### config.mk
export PLATFORM = sky130hd
export DESIGN_NAME = ym3438_dac_demux_flat
export DESIGN_NICKNAME = d
export VERILOG_FILES = /design/src/rtl/ym3438_dac_demux_if.sv /design/src/rtl/ym3438_dac_demux.sv /design/src/flat_wrapper.sv
export SDC_FILE = /design/constraint.sdc
export NUM_CORES = 1
export LEC_CHECK = 0
export ABC_AREA = 1
export ABC_CLOCK_PERIOD_IN_PS = 5100
export BUFFER_PORTS_ARGS = -buffer_cell sky130_fd_sc_hd__buf_4
export CAP_MARGIN = 20
export CORE_ASPECT_RATIO = 0.75
export CORE_MARGIN = 10
export CORE_UTILIZATION = 60
export DETAILED_ROUTE_END_ITERATION = 6
export GPL_TIMING_DRIVEN = 1
export PLACE_DENSITY = 0.83
export REMOVE_ABC_BUFFERS = 1
export SETUP_SLACK_MARGIN = 0.15
export SLEW_MARGIN = 20
export SYNTH_ARGS = -nofsm -noshare
export SYNTH_HDL_FRONTEND = slang
export SYNTH_SLANG_ARGS = --single-unit
### constraint.sdc
create_clock -name MCLK -period 5.1 [get_ports MCLK]
set_input_delay 0.51 -clock MCLK [delete_from_list [all_inputs] [get_ports MCLK]]
set_output_delay 0.51 -clock MCLK [all_outputs]
set_load 0.02 [all_outputs]
### src/rtl/ym3438_dac_demux_if.sv
// Channel-output bus between the YM3438 core and its DAC demultiplexer:
// phase enable, channel value/strobe/sync, pan masks and the stereo sample result.
interface ym3438_dac_demux_if;
  logic        c1;
  logic [8:0]  ch_out;
  logic        dac_out_enable;
  logic        ch_sync;
  logic [5:0]  pan_l;
  logic [5:0]  pan_r;
  logic [15:0] out_l;
  logic [15:0] out_r;
  logic        out_valid;
  logic        sync_err;

  modport master (
    output c1, ch_out, dac_out_enable, ch_sync, pan_l, pan_r,
    input  out_l, out_r, out_valid, sync_err
  );

  modport slave (
    input  c1, ch_out, dac_out_enable, ch_sync, pan_l, pan_r,
    output out_l, out_r, out_valid, sync_err
  );
endinterface

### src/rtl/ym3438_dac_demux.sv
// Receive side of the YM3438 channel-output bus: slot tracking, per-channel pan and
// six-channel stereo summation. Define YM_DEMUX_LADDER_EN for YM2612 ladder-effect emulation.
module ym3438_dac_demux #(
  parameter int OUT_SHIFT = 4,
  parameter int NUM_CH    = 6
) (
  input logic              MCLK,
  input logic              reset,
  ym3438_dac_demux_if.slave bus
);

`ifdef YM_DEMUX_LADDER_EN
  localparam int ACC_W = 13;
`else
  localparam int ACC_W = 12;
`endif
  localparam int SLOT_W = $clog2(NUM_CH);
  localparam logic [SLOT_W-1:0] LAST_SLOT = SLOT_W'(NUM_CH - 1);

  typedef enum logic {
    UNLOCKED,
    RUN
  } state_t;

  state_t                   state_q, state_d;
  logic [SLOT_W-1:0]        slot_q, slot_d;
  logic signed [ACC_W-1:0]  acc_l_q, acc_l_d;
  logic signed [ACC_W-1:0]  acc_r_q, acc_r_d;
  logic [15:0]              out_l_q, out_l_d;
  logic [15:0]              out_r_q, out_r_d;
  logic                     out_valid_q, out_valid_d;
  logic                     sync_err_q, sync_err_d;

  logic                     cap;
  logic                     take;
  logic [SLOT_W-1:0]        eff_slot;
  logic signed [ACC_W-1:0]  s_ext;
  logic signed [ACC_W-1:0]  base_l, base_r;
  logic signed [ACC_W-1:0]  sum_l, sum_r;

  // Per-slot contribution of one channel to one side of the mix.
  function automatic logic signed [ACC_W-1:0] contrib(input logic on,
                                                      input logic signed [ACC_W-1:0] s);
`ifdef YM_DEMUX_LADDER_EN
    if (on) return s[ACC_W-1] ? s - ACC_W'(3) : s + ACC_W'(4);
    else    return s[ACC_W-1] ? ACC_W'(-4)    : ACC_W'(4);
`else
    return on ? s : '0;
`endif
  endfunction

  function automatic logic [15:0] scale(input logic signed [ACC_W-1:0] a);
    logic signed [ACC_W+3:0] wide;
    wide = {{4{a[ACC_W-1]}}, a};
    wide = wide <<< OUT_SHIFT;
`ifdef YM_DEMUX_LADDER_EN
    if (wide > 17'sd32767)       return 16'h7FFF;
    else if (wide < -17'sd32768) return 16'h8000;
    else                         return wide[15:0];
`else
    return wide;
`endif
  endfunction

  // Offset binary to two's complement is just an MSB flip.
  assign s_ext    = {{(ACC_W-8){~bus.ch_out[8]}}, bus.ch_out[7:0]};
  assign cap      = bus.c1 & bus.dac_out_enable;
  assign take     = cap & ((state_q == RUN) | bus.ch_sync);
  assign eff_slot = bus.ch_sync ? '0 : slot_q;

  // NOTE: every signal driven here gets a default first, so no path leaves a latch.
  always_comb begin
    state_d     = state_q;
    slot_d      = slot_q;
    acc_l_d     = acc_l_q;
    acc_r_d     = acc_r_q;
    out_l_d     = out_l_q;
    out_r_d     = out_r_q;
    out_valid_d = 1'b0;
    sync_err_d  = sync_err_q;

    // Slot 0 always starts from zero, which also discards a partial frame on resync.
    base_l = (eff_slot == '0) ? '0 : acc_l_q;
    base_r = (eff_slot == '0) ? '0 : acc_r_q;
    sum_l  = base_l + contrib(bus.pan_l[eff_slot], s_ext);
    sum_r  = base_r + contrib(bus.pan_r[eff_slot], s_ext);

    if (take) begin
      state_d = RUN;
      if (bus.ch_sync && (state_q == RUN) && (slot_q != '0)) sync_err_d = 1'b1;
      if (eff_slot == LAST_SLOT) begin
        out_l_d     = scale(sum_l);
        out_r_d     = scale(sum_r);
        out_valid_d = 1'b1;
        acc_l_d     = '0;
        acc_r_d     = '0;
        slot_d      = '0;
      end else begin
        acc_l_d = sum_l;
        acc_r_d = sum_r;
        slot_d  = eff_slot + SLOT_W'(1);
      end
    end
  end

  // NOTE: state registers use non-blocking assignments so all flops update together.
  always_ff @(posedge MCLK) begin
    if (reset) begin
      state_q     <= UNLOCKED;
      slot_q      <= '0;
      acc_l_q     <= '0;
      acc_r_q     <= '0;
      out_l_q     <= '0;
      out_r_q     <= '0;
      out_valid_q <= 1'b0;
      sync_err_q  <= 1'b0;
    end else begin
      state_q     <= state_d;
      slot_q      <= slot_d;
      acc_l_q     <= acc_l_d;
      acc_r_q     <= acc_r_d;
      out_l_q     <= out_l_d;
      out_r_q     <= out_r_d;
      out_valid_q <= out_valid_d;
      sync_err_q  <= sync_err_d;
    end
  end

  assign bus.out_l     = out_l_q;
  assign bus.out_r     = out_r_q;
  assign bus.out_valid = out_valid_q;
  assign bus.sync_err  = sync_err_q;

endmodule

### src/flat_wrapper.sv
// flat-port wrapper written by rule: the top's interface ports become plain ports
module ym3438_dac_demux_flat 
#(
  parameter int OUT_SHIFT = 4,
  parameter int NUM_CH    = 6
)
  (MCLK, reset, bus_c1, bus_ch_out, bus_dac_out_enable, bus_ch_sync, bus_pan_l, bus_pan_r, bus_out_l, bus_out_r, bus_out_valid, bus_sync_err);
  ym3438_dac_demux_if bus_i ();
  input logic MCLK;
  input logic reset;
  input wire logic [$bits(bus_i.c1)-1:0] bus_c1;
  input wire logic [$bits(bus_i.ch_out)-1:0] bus_ch_out;
  input wire logic [$bits(bus_i.dac_out_enable)-1:0] bus_dac_out_enable;
  input wire logic [$bits(bus_i.ch_sync)-1:0] bus_ch_sync;
  input wire logic [$bits(bus_i.pan_l)-1:0] bus_pan_l;
  input wire logic [$bits(bus_i.pan_r)-1:0] bus_pan_r;
  output wire logic [$bits(bus_i.out_l)-1:0] bus_out_l;
  output wire logic [$bits(bus_i.out_r)-1:0] bus_out_r;
  output wire logic [$bits(bus_i.out_valid)-1:0] bus_out_valid;
  output wire logic [$bits(bus_i.sync_err)-1:0] bus_sync_err;
  assign bus_i.c1 = bus_c1;
  assign bus_i.ch_out = bus_ch_out;
  assign bus_i.dac_out_enable = bus_dac_out_enable;
  assign bus_i.ch_sync = bus_ch_sync;
  assign bus_i.pan_l = bus_pan_l;
  assign bus_i.pan_r = bus_pan_r;
  assign bus_out_l = bus_i.out_l;
  assign bus_out_r = bus_i.out_r;
  assign bus_out_valid = bus_i.out_valid;
  assign bus_sync_err = bus_i.sync_err;
  ym3438_dac_demux #(.OUT_SHIFT(OUT_SHIFT), .NUM_CH(NUM_CH)) u_core (.MCLK(MCLK), .reset(reset), .bus(bus_i));
endmodule
==> metrics.txt <==
Finished Core Util 69.8%; root buf cell clkbuf_8; status finished, final reports clean; top-count cell post-synth nand2_1; die width 109 um; Post-DP HPWL 6860 um; max-slew violation count 0; maximum number of pins on one net before global-route repair 40; crit end category register; Routed WL 9220 um; core box area 5800 um^2; # diodes 0; cell taking the most area after synthesis dfxtp_1; final setup fails 0; Cell Area, Synth between 3000 and 4000 um^2; Avg Vias per Cell around 5.3; Layout Skew between 8 and 9 ps; power per cell area 207 nW/um^2; Seq cells post-synth 54; DRT iter0 DRCs 240; Synth cell types 33; most frequent cells after synthesis 126 x nand2_1, 95 x nor2_1, 80 x inv_1; Final Hold Violating Endpoints 0; Top Ports 60; # DRC 0; Clock transition at path regs 100 ps; Pwr Total 839 uW; critical path class register to register; cts hold-fix bufs 0; Max Cap Violations 0; most common flop cell mapped by yosys dfxtp_1; worst-margin pin slew 1030 ps; post-route cell area 4050 um^2; Port Buffers 51; Ys Warns 0; largest cells by area after synthesis dfxtp_1 30%, nand2_1 13%, nor2_1 10%; Arr. time, crit path 3390 ps; post-cts sizing count 0; Slew HR between 30% and 40%; Final Critical Period between 3000 and 4000 ps; Tcrit/Tclk final 61.6%; Critical Path Fanout Max 8; TritonCTS clock tree yes; Setup WS pre-CTS between 1500 and 2000 ps; sequential fraction of the synthesis area 30.2%; Peak VDD IR 0.128 mV; Initial Utilization 61.7%; Finished Layout Cells 684; initial antenna violation count 0; Final ANT Viol Nets 0; cts bufs inserted 5; Leakage roughly 2 nW; Post-synth EDFFs 0; Avg Cell Area, Syn between 6 and 7 um^2; async set-reset flop share out of synthesis 0%; number of global-route vias before repair 3319; die height 86.9 um; TritonRoute pass-1 iters 5; Layout area overhead 13.1%; Hold WS 453 ps; Critical Path RT 5350 ps; H-tree levels 2; global-route wire length before repair 15200 um; TritonCTS Sinks 54; die footprint 9490 um^2; Post-DP Area 3960 um^2; Skew-Pair Late Insertion Delay 310 ps; area share of the largest cell type after synthesis 30.2%; Post-Syn Instances approximately 560; Fin Setup TNS 0 ps; Worst Setup Slack, final approximately 2000 ps; DR WL/cell 13.5 um; Placed Cells 676; Final Wtd Congestion between 0.9 and 1; global route total overflow 0; num rows 24; hold crit path type register to register; Final #Nets approximately 660; share of cells above drive strength 1 around 11%; Clock Path Buffers 2; Peak Freq 318 MHz; Startpoint Class register; total number of vias 3634; GR Util All Layers 19.1%; RSZ-0062 raised after global routing no; postcts setup bufs 0
[metal layers]
metal | wire (um) | global-route usage, % | vias to the layer above
li1 | - | - | 1842
met1 | 4320 | 25.8 | 1638
met2 | 4050 | 30.7 | 143
met3 | 787 | 4.07 | 11
met4 | 65 | 3.77 | 0
met5 | 0 | 0 | -
[final timing paths]
path | startpoint | to | slack [ps] | cells past startpoint
min | u_core.bus.sync_err | u_core.bus.sync_err | 450 | 2
min reg2reg | u_core.bus.sync_err | u_core.bus.sync_err | 450 | 2
max | u_core.slot_q[0] | u_core.acc_l_q[8] | 1960 | 17
max reg2reg | u_core.slot_q[0] | u_core.acc_l_q[8] | 1960 | 17
[critical path, stage by stage, from the launching register on]
cell	delay, ps
dfxtp_1	480
inv_1	120
nor2_1	250
nand2_1	100
nand2_1	70
nand2_1	50
nand2_1	130
nand2_1	200
nor2_1	150
ha_1	250
fa_1	310
a21oi_1	90
o21ai_0	260
nand2_1	110
nand3_1	100
xor2_1	190
nand2_1	70
a21oi_1	150
[registers in the layout, summed over array words and instances, names as in the netlist]
signal and cells:
u_core.acc_r_q 12, u_core.bus.out_r 12, u_core.bus.out_valid 1, u_core.state_q 1, u_core.slot_q 3, u_core.bus.out_l 12, u_core.bus.sync_err 1, u_core.acc_l_q 12
[cell usage in the layout (no fill, tap or decap), drive strengths merged, types with 2 or more instances in the layout]
cell type,count
clkbuf,7
o211ai,3
a2bb2oi,2
nand4,8
o21ai,31
nand3,31
a21oi,47
inv,85
dfxtp,54
conb,8
buf,51
xor2,10
o21a,4
fa,2
ha,22
xnor2,5
nor2,99
nand2,127
[power by group]
part	switching [mW]	internal, mW	total, mW
Sequential	0.00493	0.429	0.434
Clock	0.145	0.110	0.255
Combinational	0.0999	0.0505	0.150
[layout make-up]
type	instances	area [um^2]
multi-input combinational	408	2080
fill	497	1750
sequential	54	1080
timing repair buffer	51	383
inverter	85	319
tap	78	97.6
clock buffer	7	86.3
clock inverter	1	5.00
[cells by family (layout without fill, tap and decap cells)]
group | count (synthesis) | in the layout | synth area share [%]
xor+xnor | 15 | 15 | 3.67
other cells | 1 | 8 | 0.105
compound gates | 94 | 94 | 14.4
flops | 54 | 54 | 30.2
simple gates | 267 | 267 | 30.2
fa+ha+maj | 24 | 24 | 8.81
buf+inv | 109 | 144 | 12.6
Power figures use the tool's default switching activity.
